==> src/rtl/vga_pkg.sv <==
// rtl/vga_pkg.sv - shared 640x480@60 timing constants and a range helper
package vga_pkg;

   localparam int H_VISIBLE = 640;
   localparam int H_FP      = 16;
   localparam int H_SYNC    = 96;
   localparam int H_BP      = 48;
   localparam int H_TOTAL   = H_VISIBLE + H_FP + H_SYNC + H_BP;

   localparam int V_VISIBLE = 480;
   localparam int V_FP      = 10;
   localparam int V_SYNC    = 2;
   localparam int V_BP      = 33;
   localparam int V_TOTAL   = V_VISIBLE + V_FP + V_SYNC + V_BP;

   localparam int CNT_W     = 10;

   function automatic logic in_span(input logic [CNT_W-1:0] v,
                                    input logic [CNT_W-1:0] lo,
                                    input logic [CNT_W-1:0] hi);
      return (v >= lo) && (v <= hi);
   endfunction

endpackage

==> src/rtl/wrap_counter.sv <==
// rtl/wrap_counter.sv - modulo-N counter with sync reset, enable and wrap flag
module wrap_counter #(
   parameter int N = 800,
   parameter int W = 10
) (
   input  logic         clk,
   input  logic         reset,
   input  logic         en,
   output logic [W-1:0] value,
   output logic [W-1:0] next_value,
   output logic         wrap
);

   localparam logic [W-1:0] LAST = W'(N - 1);

   // next_value is exported so the parent can register decodes of it in lockstep
   always_comb begin
      wrap = en && (value == LAST);
      if (reset)
         next_value = '0;
      else if (wrap)
         next_value = '0;
      else if (en)
         next_value = value + 1'b1;
      else
         next_value = value;
   end

   always_ff @(posedge clk) begin
      if (reset)
         value <= '0;
      else
         value <= next_value;
   end

endmodule

==> src/rtl/vga_timing_gen.sv <==
// rtl/vga_timing_gen.sv - VGA raster counters with registered sync/blank/strobe outputs
module vga_timing_gen #(
   parameter int H_VISIBLE = vga_pkg::H_VISIBLE,
   parameter int H_TOTAL   = vga_pkg::H_TOTAL,
   parameter int V_VISIBLE = vga_pkg::V_VISIBLE,
   parameter int V_TOTAL   = vga_pkg::V_TOTAL,
   parameter int H_FP      = vga_pkg::H_FP,
   parameter int H_SYNC    = vga_pkg::H_SYNC,
   parameter int V_FP      = vga_pkg::V_FP,
   parameter int V_SYNC    = vga_pkg::V_SYNC
) (
   input  logic       vga_clk,
   input  logic       reset,
   output logic [9:0] DrawX,
   output logic [9:0] DrawY,
   output logic       hs,
   output logic       vs,
   output logic       blank,
   output logic       line_start,
   output logic       frame_start,
   output logic [7:0] frame_count
);

   import vga_pkg::in_span;

   localparam logic [9:0] HS_START = 10'(H_VISIBLE + H_FP);
   localparam logic [9:0] HS_END   = 10'(H_VISIBLE + H_FP + H_SYNC - 1);
   localparam logic [9:0] VS_START = 10'(V_VISIBLE + V_FP);
   localparam logic [9:0] VS_END   = 10'(V_VISIBLE + V_FP + V_SYNC - 1);
   localparam logic [9:0] H_VIS    = 10'(H_VISIBLE);
   localparam logic [9:0] V_VIS    = 10'(V_VISIBLE);

   logic [9:0] x_next;
   logic [9:0] y_next;
   logic       h_wrap;
   logic       v_wrap;

   wrap_counter #(.N(H_TOTAL), .W(10)) u_hcnt (
      .clk        (vga_clk),
      .reset      (reset),
      .en         (1'b1),
      .value      (DrawX),
      .next_value (x_next),
      .wrap       (h_wrap)
   );

   wrap_counter #(.N(V_TOTAL), .W(10)) u_vcnt (
      .clk        (vga_clk),
      .reset      (reset),
      .en         (h_wrap),
      .value      (DrawY),
      .next_value (y_next),
      .wrap       (v_wrap)
   );

   // Decoding the next counter values keeps every flag aligned with DrawX/DrawY.
   always_ff @(posedge vga_clk) begin
      if (reset) begin
         hs          <= 1'b1;
         vs          <= 1'b1;
         blank       <= 1'b1;
         line_start  <= 1'b1;
         frame_start <= 1'b1;
         frame_count <= 8'd0;
      end else begin
         hs          <= !in_span(x_next, HS_START, HS_END);
         vs          <= !in_span(y_next, VS_START, VS_END);
         blank       <= (x_next < H_VIS) && (y_next < V_VIS);
         line_start  <= (x_next == 10'd0);
         frame_start <= (x_next == 10'd0) && (y_next == 10'd0);
         if (v_wrap)
            frame_count <= frame_count + 8'd1;
      end
   end

endmodule

==> config.mk <==
export PLATFORM = sky130hd
export DESIGN_NAME = vga_timing_gen
export DESIGN_NICKNAME = d
export VERILOG_FILES = /design/src/rtl/vga_pkg.sv /design/src/rtl/wrap_counter.sv /design/src/rtl/vga_timing_gen.sv
export SDC_FILE = /design/constraint.sdc
export NUM_CORES = 1
export LEC_CHECK = 0
export BUFFER_PORTS_ARGS = -buffer_cell sky130_fd_sc_hd__buf_2
export CELL_PAD_IN_SITES_DETAIL_PLACEMENT = 1
export CELL_PAD_IN_SITES_GLOBAL_PLACEMENT = 1
export CORE_MARGIN = 10
export CORE_UTILIZATION = 45
export CTS_BUF_LIST = sky130_fd_sc_hd__clkbuf_4
export CTS_CLUSTER_DIAMETER = 200
export DETAILED_ROUTE_END_ITERATION = 6
export PLACE_DENSITY = 0.9
export SYNTH_ARGS = -nofsm -noshare
export SYNTH_HDL_FRONTEND = slang
export SYNTH_HIERARCHICAL = 1
export SYNTH_SLANG_ARGS = --single-unit
export TNS_END_PERCENT = 100
==> constraint.sdc <==
create_clock -name vga_clk -period 4.3 [get_ports vga_clk]
set_input_delay 0.43 -clock vga_clk [delete_from_list [all_inputs] [get_ports vga_clk]]
set_output_delay 0.43 -clock vga_clk [all_outputs]
set_load 0.05 [all_outputs]
==> run metrics <==
outcome finished clean; Synth Register Bits 33; FF/Latch Area 661 µm²; Synth top area share 0.402; metal3 WL 283 µm; nature of the critical path endpoint flip-flop; largest net degree at the start of global routing 22; total wire length 4.38 mm; H-tree levels 2; via/cell ratio 5.57; worst hold slack 0.481 ns; CORE AREA 3440 µm²; metal2 WL 2.06 mm; cell taking the most area after synthesis dfxtp_1; total power 519 µW; hold_sp reset; die area 6470 µm²; WS Path Type reg2reg; later-pin clock latency in the skew report 0.34 ns; Clk pwr share 0.323; drt drc 0; worst reg2reg path startpoint u_hcnt/value[0]; final hold vios 0; IO Pins 35; Worst-Margin Slew 0.605 ns; max layer used met4; clk slew on worst S/H paths 0.10 ns; Cell Area, Synth 1640 µm²; share of post-route cells with drive strength above 1 0.225; largest cells by area after synthesis dfxtp_1 (40%), nor2_1 (7.8%), xor2_1 (5.9%); First-pass DRT Iterations 4; ys async rst share 0; Critical Path Fanout Max 20; cell with the most instances after synthesis nor2_1; Flop pwr share 0.603; Post-Route Utilization 0.548; RSZ-0062 raised after global routing false; max capacitance violation total 0; Ant. Diodes 0; final slew viol count 0; type of origin of the critical path flip-flop; min Tclk post-route 3.05 ns; Distinct cells, synth 40; Critical Path Start u_hcnt/value[0]; Die W 80.4 µm; worst min path class in2reg; switch share 0.260; Critical Path RT 4.59 ns; M1 WL 1.94 mm; Cell Rows 21; gpl congestion 0.782; total CTS buffers 5; clk_skew 0.0106 ns; Layout Nets 233; Synth Area per Inst 8.70 µm²; FMAX 328 MHz; Layout area overhead 14.7%; EDFF count, synth 0; IO buf count 34; Tcrit/Tclk final 0.710; hpwl dp 3.40 mm; Int Pwr 384 µW; Finish-stage setup viols 0; Post-synth top cells nor2_1 (34), dfxtp_1 (33), a21oi_1 (14), xor2_1 (11), nand2_1 (10); # fillers 436; final worst-path setup slack 1.25 ns; CTS root buffer clkbuf_4; Slew Limit Headroom 0.597; Multi-input gate area 930 µm²; setup TNS 0 ns; Max clock buf depth 2; combinational power share 0.075; hold_buf cts 0; DR iter-0 viols 88; Sw Pwr 135 µW; ys flop type dfxtp_1; first-pass GRT wire length 7.45 mm; sequential area share after synthesis 0.402; Power Dens Cells 275 nW/µm²; Via Count 1,520; cts repair resizes 0; P_leak 0.000781 µW; initial antenna violation count 0; chip height 80.4 µm; clk sinks 33; global route overflow 0; Starting Density 0.478; Mapped Cells 189; vias in the first global route 1,550; CTS tree built; synth warn 6; gr usage total 0.142; Post-CTS Setup Bufs 0; peak supply drop 0.172 mV; dpl ws 1.28 ns; drt wl/cell 16.1 µm; WP data arrival 3.35 ns; Post-DRT Antenna Nets 0
==> cells in the final DEF (no fill, tap or decap), types with 2 or more instances in the layout <==
master,instances
nor4b_1,3
and3_4,2
inv_1,3
nand3_1,9
dfxtp_1,33
a31o_2,2
nor2_1,34
conb_1,5
nand2_1,10
ha_1,4
nand4_1,7
or4_1,3
buf_2,34
o21ai_0,7
xor2_1,11
nand4_2,2
a21oi_1,14
clkbuf_4,6
xnor2_1,5
mux2i_1,4
a41o_1,2
or3_1,5
o31ai_1,2
nor4_1,4
nor3_1,3
==> cells by family (layout without fill, tap and decap cells) <==
family,count (synthesis),count (layout),synth area share
AO/OA/AOI/OAI,27,27,0.0959
XOR/XNOR,16,16,0.0852
adder cells (fa/ha/maj),4,4,0.0304
buffers and inverters,11,45,0.0418
flip-flops,33,33,0.402
multiplexers,4,4,0.0244
other,1,5,0.00228
AND/OR/NAND/NOR,93,93,0.318
==> flip-flops by register name (all words and copies together) (netlist names) <==
name          cells
frame_start       1
u_vcnt/value     10
vs                1
blank             1
line_start        1
u_hcnt/value     10
frame_count       8
hs                1
==> worst max-delay path, stage by stage, from the launching register on <==
cell,delay (ns)
dfxtp_1,0.42
ha_1,0.20
and3_4,0.21
and3_4,0.25
and4bb_2,0.24
a41o_1,0.58
nor2_1,0.15
or4_1,0.51
nor4_1,0.24
a41o_1,0.20
==> path summary, 6_finish.rpt <==
path,depth (start not counted),slack [ns],endpoint
setup reg to reg,9,1.25,frame_start
setup / recovery,9,1.25,frame_start
hold reg to reg,2,0.49,frame_count[7]
hold / removal,2,0.48,u_hcnt/value[2]
==> cell type report <==
cell class              count  area share
multi-input cells         149       0.493
flip-flops and latches     33       0.350
repair buffers             35      0.0942
well taps                  46      0.0305
clock buffers               6      0.0239
inverters                   3     0.00597
clock inverters             1     0.00199
==> power groups by stage <==
stage               Sequential, µW  Combinational, µW  Clock, µW
floorplan                      333               17.5          0
global route                   313               42.5        186
finish                         312               38.8        167
global placement               319               38.4          0
CTS                            313               39.1        173
detailed placement             320               38.9          0
==> per-stage QoR <==
stage / area, µm² / instances
after floorplan: 1660 / 193
after global placement: 1840 / 266
after detailed placement: 1840 / 266
after CTS: 1890 / 273
after global routing: 1890 / 273
final: 1890 / 273
==> per-layer routing <==
metal	vias to the layer above	GRT usage
li1	745	-
met5	-	0
met1	731	0.166
met3	9	0.0546
met4	0	0.0493
met2	35	0.229
No activity file was read; power rests on OpenSTA's default activity.
